### config.mk
export PLATFORM = sky130hd
export DESIGN_NAME = gray_code_counter
export DESIGN_NICKNAME = d
export VERILOG_FILES = /design/src/rtl/gray_code_counter_pkg.sv /design/src/rtl/gray_code_counter_bin2gray_n.sv /design/src/rtl/gray_code_counter.sv
export SDC_FILE = /design/constraint.sdc
export NUM_CORES = 1
export LEC_CHECK = 0
export CAP_MARGIN = 10
export CORE_MARGIN = 5
export CORE_UTILIZATION = 38
export CTS_CLUSTER_SIZE = 10
export DETAILED_ROUTE_END_ITERATION = 7
export HOLD_SLACK_MARGIN = 0.02
export PLACE_DENSITY = 0.7
export SLEW_MARGIN = 20
export SYNTH_ARGS = -nofsm -noshare
export SYNTH_HDL_FRONTEND = slang
export SYNTH_SLANG_ARGS = --single-unit
### constraint.sdc
create_clock -name clk -period 1.8 [get_ports clk]
set_input_delay 0.18 -clock clk [delete_from_list [all_inputs] [get_ports clk]]
set_output_delay 0.18 -clock clk [all_outputs]
set_load 0.01 [all_outputs]
### src/rtl/gray_code_counter_pkg.sv
// Shared Gray-code helpers and counter mode constants for the gray_code_counter slice.
// Functions operate on MAX_W-bit values; narrower codes are zero-extended.
package gray_pkg;

    localparam int MAX_W     = 32;
    localparam int MODE_WRAP = 0;
    localparam int MODE_SAT  = 1;

    function automatic logic [MAX_W-1:0] bin_to_gray(input logic [MAX_W-1:0] b);
        return b ^ (b >> 1);
    endfunction

    // Prefix XOR from the MSB down; zero-extended upper bits leave the result unaffected.
    function automatic logic [MAX_W-1:0] gray_to_bin(input logic [MAX_W-1:0] g);
        logic [MAX_W-1:0] b;
        b[MAX_W-1] = g[MAX_W-1];
        for (int i = MAX_W - 2; i >= 0; i--) begin
            b[i] = b[i+1] ^ g[i];
        end
        return b;
    endfunction

endpackage

### src/rtl/gray_code_counter_bin2gray_n.sv
// Combinational N-bit binary-to-Gray converter; width-generic successor of the 4-bit converter.
module bin2gray_n
    import gray_pkg::*;
#(
    parameter int WIDTH = 4
) (
    input  logic [WIDTH-1:0] bin,
    output logic [WIDTH-1:0] gray
);

    assign gray = bin ^ (bin >> 1);

endmodule

### src/rtl/gray_code_counter.sv
// Up/down counter with a registered Gray image, parallel load, wrap/saturate mode,
// a combinational terminal-count flag and a registered one-cycle wrap pulse.
module gray_code_counter
    import gray_pkg::*;
#(
    parameter int WIDTH    = 4,
    parameter int SATURATE = MODE_WRAP
) (
    input  logic             clk,
    input  logic             rst,
    input  logic             en,
    input  logic             up,
    input  logic             load,
    input  logic [WIDTH-1:0] load_bin,
    output logic [WIDTH-1:0] bin,
    output logic [WIDTH-1:0] gray,
    output logic             tc,
    output logic             wrap
);

    localparam bit SAT = (SATURATE == MODE_SAT);

    logic [WIDTH-1:0] step_bin;
    logic [WIDTH-1:0] step_gray;
    logic [WIDTH-1:0] load_gray;

    assign step_bin = up ? bin + WIDTH'(1) : bin - WIDTH'(1);

    // Gray is encoded from the next binary value so both registers load on the same edge.
    bin2gray_n #(.WIDTH(WIDTH)) u_step_gray (
        .bin  (step_bin),
        .gray (step_gray)
    );

    bin2gray_n #(.WIDTH(WIDTH)) u_load_gray (
        .bin  (load_bin),
        .gray (load_gray)
    );

    assign tc = en & ((up & (bin == '1)) | (~up & (bin == '0)));

    // NOTE: non-blocking assignments so every register samples the pre-edge values.
    always_ff @(posedge clk) begin
        if (rst) begin
            bin  <= '0;
            gray <= '0;
            wrap <= 1'b0;
        end else if (load) begin
            bin  <= load_bin;
            gray <= load_gray;
            wrap <= 1'b0;
        end else if (en) begin
            if (tc && SAT) begin
                wrap <= 1'b0;
            end else begin
                bin  <= step_bin;
                gray <= step_gray;
                wrap <= tc;
            end
        end else begin
            wrap <= 1'b0;
        end
    end

endmodule

==> summary.md, run 1 <==
| Metric | Value |
|---|---|
| Yosys cell types | `30` |
| Comb pwr share | `0.425` |
| Min cycle time layout | `between 1.5 and 2 ns` |
| Count leader, synth | `dfxtp_1` |
| Overall routing resource usage | `0.143` |
| Clock Latency Late Sink | `roughly 0.25 ns` |
| Die height | `48.0 um` |
| Setup WS pre-CTS | `-0.396 ns` |
| H-tree depth | `1` |
| Number of synthesized flops with an enable pin | `0` |
| Family with the most delay on the worst path | `XOR/XNOR gates` |
| Slew headroom | `0.797` |
| Area of the multi-input gates | `about 420 sq um` |
| Reg2reg setup slack | `between 0.06 and 0.07 ns` |
| Switching part of the total | `0.308` |
| Final wirelength | `between 1000 and 1500 um` |
| Clk pwr share | `0.224` |
| Worst path max stage delay | `0.41 ns` |
| Synth area leader | `dfxtp_1` |
| Slowest cell on crit path | `fa_2` |
| Lkg Pwr | `around 0.37 nW` |
| Clock Skew | `about 0.005 ns` |
| Worst Path Arrival | `between 1.5 and 2 ns` |
| DRC viols | `0` |
| F_max | `a little under 600 MHz` |
| Initial Util | `0.412` |
| Yosys warning count | `0` |
| Total grt overflow | `0` |
| Clock root cell | `clkbuf_4` |
| Post-synthesis cell count | `between 60 and 70` |
| WHS Endpoint | `gray[1]$_SDFFE_PP0P_` |
| Worst-path maximum fanout | `5` |
| Via density | `5.28` |
| Drt first pass iters | `4` |
| DR vias | `560` |
| I/O Buffers | `18` |
| Initial antenna violation count | `0` |
| Clk sinks | `8` |
| Crit path kind | `flop to flop` |
| Final worst setup slack | `between 0.06 and 0.07 ns` |
| Final hold violation count | `0` |
| Internal | `about 0.00042 W` |
| Net Sw Power | `approximately 0.00019 W` |
| DP Wirelength | `1120 um` |
| Core ar. | `about 0.0013 sq mm` |
| Die Area | `approximately 0.0023 sq mm` |
| # setup viols final | `0` |
| Wire per inst | `14.0 um` |
| Share of the synthesized area in the top cell type | `0.292` |
| Status | `completed` |
| Pins Over Slew Limit | `0` |
| First-pass GRT wire length | `2260 um` |
| Vias in the first global route | `roughly 520` |
| Non-Filler Instances | `~110` |
| Hold depth | `2` |
| Fill count | `roughly 120` |
| Sequential Power Share | `0.351` |
| Final antenna-violating net count | `0` |
| DRT iter0 DRCs | `4` |
| RD Place Congestion | `0.747` |
| Top cells by area, synth | `dfxtp_1 (29%), xnor2_1 (9.6%), a211oi_1 (6.8%)` |
| Worst R2R End | `gray[2]$_SDFFE_PP0P_` |
| Critical-path cell list | `fa_2, xnor2_2, xor2_1, xnor3_1, o21a_1` |
| Placed instance count | `approximately 100` |
| Num CTS Buffers | `3` |
| Power per Cell Area | `slightly below 700 mW/mm^2` |
| Asr flop ratio synth | `0` |
| Synth Cell Area | `between 500 and 600 sq um` |
| Top FF cell, synth | `dfxtp_1` |
| R2r startpoint | `bin[0]$_SDFFE_PP0P_` |
| Final nets | `105` |
| Syn-to-layout area delta | `62.6%` |
| Clock Tree Buf Depth | `2` |
| TritonCTS clock tree | `yes` |
| RSZ-0062 raised after global routing | `yes` |
| Layout cells sized above 1 | `0.264` |
| Hold Crit Start | `gray[1]$_SDFFE_PP0P_` |
| Max cap viols | `0` |
| Synth cell count leaders | `dfxtp_1 (8), nor2_1 (7), a21oi_1 (6), xnor2_1 (6), a211oi_1 (5)` |
| Worst EP required | `roughly 1.9 ns` |
| Register area | `161 sq um` |
| Avg Inst Size Synth | `between 8 and 9 sq um` |
| # IOs | `19` |
| HP Class | `flop to flop` |
| Crit end category | `flop` |
| Final Cycle Share | `0.962` |
| Synthesized Nets | `76` |
| # hold bufs at CTS | `0` |
| Post-synthesis register bit count | `8` |
| Post-synthesis sequential area ratio | `0.292` |
| Worst slew pin tran | `0.303 ns` |
| Row count | `13` |
| R2R depth | `5` |
| Width of the die | `slightly below 50 um` |
| Largest net degree at the start of global routing | `16` |
| Peak supply drop | `a little under 500 uV` |
| Clock-pin slew on the worst setup and hold paths | `around 0.050 ns` |
| # diodes | `0` |
| Buf/Inv on CP | `0` |
| Setup crit start kind | `flop` |
[worst max path at each step]
stage,startpoint,to,slack [ns],depth (start not counted)
global route,bin[1]$_SDFFE_PP0P_,tc,-0.01,5
CTS,up,bin[3]$_SDFFE_PP0P_,-0.03,8
floorplan,bin[0]$_SDFFE_PP0P_,gray[2]$_SDFFE_PP0P_,0.02,5
detailed placement,up,bin[3]$_SDFFE_PP0P_,-0.40,7
global placement,up,gray[2]$_SDFFE_PP0P_,-0.32,7
finish,bin[0]$_SDFFE_PP0P_,gray[2]$_SDFFE_PP0P_,0.07,5
[metal layers]
| metal | vias to the layer above | wire (um) | track usage |
|---|---|---|---|
| li1 | 281 | - | - |
| met5 | - | 0 | 0 |
| met4 | 0 | 0 | 0.0161 |
| met1 | 264 | 647 | 0.185 |
| met2 | 15 | 730 | 0.232 |
| met3 | 0 | 111 | 0.0564 |
[cell usage in the layout (no fill, tap or decap), drive strengths merged, types with 2 or more instances in the layout]
cell | synthesis | layout
clkdlybuf4s50 | 0 | 16
o21ai | 2 | 2
inv | 3 | 3
a21oi | 6 | 6
xor2 | 2 | 2
nor2 | 7 | 7
clkbuf | 1 | 3
xnor2 | 6 | 6
nand2 | 3 | 3
dfxtp | 8 | 8
a211oi | 5 | 5
ha | 2 | 2
buf | 3 | 10
[timing repair]
action,4_1_cts,5_1_grt
pin swaps,1,4
setup endpoints to repair,4,3
hold endpoints to repair,0,0
gates resized for setup,8,7
setup buffers,1,0
[cells by family (layout without fill, tap and decap cells)]
family	after synthesis	after routing	share of synthesized area
xor+xnor	9	9	0.169
flops	8	8	0.292
buf+inv	7	34	0.0569
mux	1	1	0.0182
fa+ha+maj	3	3	0.0820
compound gates	15	15	0.171
simple gates	21	21	0.212
[per-stage QoR]
stage / utilization / TNS, ns / cell area, sq um / total power [W] / hold WS (ns)
floorplan: - / 0 / 549 / 0.000338 / 0.321
global placement: 0.597 / -1.42 / 796 / 0.000437 / 0.555
detailed placement: 0.597 / -1.58 / 796 / 0.000439 / 0.552
CTS: 0.644 / -0.0311 / 858 / 0.000598 / 0.560
global route: 0.670 / -0.0112 / 893 / 0.000647 / 0.602
finish: 0.670 / 0 / 893 / 0.000604 / 0.556
[sequential cells by signal, summed over array words and instances, names as in the netlist]
| register | cells |
|---|---|
| bin | 4 |
| gray | 3 |
| wrap | 1 |
[layout make-up]
| cell class | instances | share of cell area |
|---|---|---|
| Clock buffer | 3 | 0.0252 |
| Inverter | 3 | 0.0126 |
| Multi-Input combinational cell | 49 | 0.473 |
| Sequential cell | 8 | 0.181 |
| Tap cell | 15 | 0.0210 |
| Timing Repair Buffer | 28 | 0.287 |
[power by group through the flow]
stage,Clock (W),Sequential [W],Combinational [W]
2_1_floorplan,0,0.000219,0.000119
3_3_place_gp,0,0.000212,0.000225
3_5_place_dp,0,0.000212,0.000227
4_1_cts,0.000142,0.000209,0.000247
5_1_grt,0.000153,0.000214,0.000279
6_report,0.000135,0.000212,0.000257
[tightest hold or removal path, stage by stage, from the launching register on]
cell and delay, ns:
dfxtp_1 0.31, a21oi_1 0.12, a221oi_1 0.08
No activity file was read; power rests on OpenSTA's default activity.
==> run 2, diff against run 1 <==
- CORE_AREA: not set -> 5 5 42 44
- CORE_MARGIN: 5 -> not set
- CORE_UTILIZATION: 38 -> not set
- DIE_AREA: not set -> 0 0 47 49
- DONT_BUFFER_PORTS: not set -> 1
- PLACE_DENSITY: 0.7 -> 0.56
- SLEW_MARGIN: 20 -> 10
==> run 2 against run 1 <==
Routed wire length decreased by 16%. Sequential share of layout area increased by 7.4 points. Register-to-register slack about the same. Global-route usage decreased by 1.3 points. Combinational power decreased by 40%. Hold slack got worse by 0.52 ns. Count of clock-buffer cells in the layout unchanged. Total power decreased by 17%. Fmax increased by 0.57%. Via count decreased by 18%. Utilization decreased by 22 points.
==> summary.md, run 2 (same netlist as run 1, synthesis figures left out) <==
| Metric | Value |
|---|---|
| Clock Tree Buf Depth | `2 (unchanged)` |
| Worst EP required | `1.95 ns (about the same)` |
| Clk pwr share | `0.269 (+0.045)` |
| Die Area | `0.00230 sq mm (-0.13%)` |
| RD Place Congestion | `0.738 (-1.2%)` |
| Final hold violation count | `0 (unchanged)` |
| Net Sw Power | `0.000149 W (-20%)` |
| # hold bufs at CTS | `2 (+2)` |
| Status | `completed` |
| Clock Latency Late Sink | `0.25 ns (about the same)` |
| Syn-to-layout area delta | `14.6%` |
| # IOs | `19 (unchanged)` |
| Worst-path maximum fanout | `3 (-2)` |
| RSZ-0062 raised after global routing | `no` |
| Initial Util | `0.392 (-0.0199)` |
| First-pass GRT wire length | `2130 um (-5.5%)` |
| Vias in the first global route | `449 (-13%)` |
| Setup TNS | `0 ns (unchanged)` |
| Clk sinks | `8 (unchanged)` |
| Max cap viols | `0 (unchanged)` |
| Die height | `49 um (+2.0%)` |
| Final wirelength | `1250 um (-16%)` |
| Drt first pass iters | `4 (unchanged)` |
| Comb pwr share | `0.305 (-0.120)` |
| Width of the die | `47 um (-2.1%)` |
| DRT iter0 DRCs | `6 (+2)` |
| HP Class | `input port to flop` |
| I/O Buffers | `0 (-18)` |
| Crit path kind | `flop to flop` |
| Power per Cell Area | `797 mW/mm^2 (+18%)` |
| Clock Skew | `0.000106 ns (-0.00486 ns)` |
| Core ar. | `0.00140 sq mm (+5.1%)` |
| Final Cycle Share | `0.957 (-0.00544)` |
| Internal | `0.000353 W (-16%)` |
| Initial antenna violation count | `0 (unchanged)` |
| Largest regs | `bin: 4 flops, gray: 3 flops, wrap: 1 flops` |
| Min cycle time layout | `1.72 ns (-0.00979 ns)` |
| Worst slew pin tran | `0.384 ns (+0.0810 ns)` |
| Final antenna-violating net count | `0 (unchanged)` |
| TritonCTS clock tree | `yes` |
| DRC viols | `0 (unchanged)` |
| Most common cell after layout, fill and taps aside | `dfxtp_1` |
| Total grt overflow | `0 (unchanged)` |
| Lkg Pwr | `0.264 nW (-28%)` |
| Post-CTS Resized | `0 (-8)` |
| F_max | `581 MHz (+0.57%)` |
| Pins Over Slew Limit | `0 (unchanged)` |
| Leading cell types in the layout, fill and taps excluded | `dfxtp_1 (8), nor2_1 (7), a21oi_1 (6), xnor2_1 (6)` |
| Via density | `5.37 (+1.7%)` |
| Switching part of the total | `0.297 (-0.0116)` |
| Wire per inst | `14.6 um (+3.9%)` |
| Sequential Power Share | `0.425 (+0.074)` |
| Final nets | `84 (-20%)` |
| Overall routing resource usage | `0.131 (-0.0127)` |
| Slew headroom | `0.743 (-0.0537)` |
| # setup viols final | `0 (unchanged)` |
| Final instance area | `629 sq um (-30%)` |
| Num CTS Buffers | `3 (unchanged)` |
| H-tree depth | `1 (unchanged)` |
| Clock-pin slew on the worst setup and hold paths | `0.05 ns (about the same)` |
| Row count | `14 (+1)` |
| DP Wirelength | `959 um (-14%)` |
| Most flop-heavy register | `bin` |
| Post CTS Setup Buffer Count | `0 (-1)` |
| Layout cells sized above 1 | `0.143 (-0.121)` |
| Cell Area, Placed | `587 sq um (-26%)` |
| Largest net degree at the start of global routing | `17 (+1)` |
| # diodes | `0 (unchanged)` |
| Worst Path Arrival | `1.87 ns (about the same)` |
| Layout Utilization | `0.449 (-0.221)` |
| Hold WS | `0.0397 ns (-0.516 ns)` |
| Setup crit start kind | `flop` |
| Clock root cell | `clkbuf_4` |
| Crit end category | `flop` |
| Peak supply drop | `449 uV (-9.0%)` |
| Largest register FFs | `4 (unchanged)` |
| DR vias | `462 (-18%)` |
==> run 2: final timing paths <==
kind	start	endpoint	slack (ns)	depth (start not counted)
max	bin[2]$_SDFFE_PP0P_	bin[3]$_SDFFE_PP0P_	0.08	5
min	load	gray[1]$_SDFFE_PP0P_	0.04	1
max reg2reg	bin[2]$_SDFFE_PP0P_	bin[3]$_SDFFE_PP0P_	0.08	5
min reg2reg	gray[1]$_SDFFE_PP0P_	gray[1]$_SDFFE_PP0P_	0.61	2
==> run 2: power by group through the flow <==
stage	registers, W	logic, W	clock network, W
6_report	0.000213	0.000153	0.000135
2_1_floorplan	0.000219	0.000119	0
3_3_place_gp	0.000217	0.000148	0
5_1_grt	0.000215	0.000173	0.000156
4_1_cts	0.000214	0.000155	0.000143
3_5_place_dp	0.000218	0.000148	0
==> run 2: per-layer routing <==
metal / vias up / track usage / part of all wire
met5: - / 0 / 0
met2: 14 / 0.181 / 0.45
met3: 2 / 0.0701 / 0.11
met4: 0 / 0.0415 / 0.013
met1: 204 / 0.170 / 0.43
li1: 242 / - / -
==> run 2: area by class of cell <==
cell class	count	area (sq um)
clock buffer	3	22.5
fill	153	772
inverter	3	11.3
multi-input combinational	49	358
sequential	8	160
tap	16	20.0
timing repair buffer	7	57.6
==> run 2: through the flow <==
| stage | total power [W] | setup slack (ns) | std cells |
|---|---|---|---|
| detailed placement | 0.000366 | 0.0793 | 81 |
| global placement | 0.000366 | 0.0990 | 81 |
| CTS | 0.000512 | 0.0835 | 86 |
| global route | 0.000544 | 0.0107 | 86 |
| floorplan | 0.000338 | 0.0162 | 64 |
| finish | 0.000502 | 0.0775 | 86 |
==> run 2: critical path, stage by stage (launching register included) <==
cell and delay (ns):
dfxtp_1 0.31, ha_1 0.32, a21oi_1 0.25, a211oi_1 0.12, or4_1 0.46, and3_1 0.15
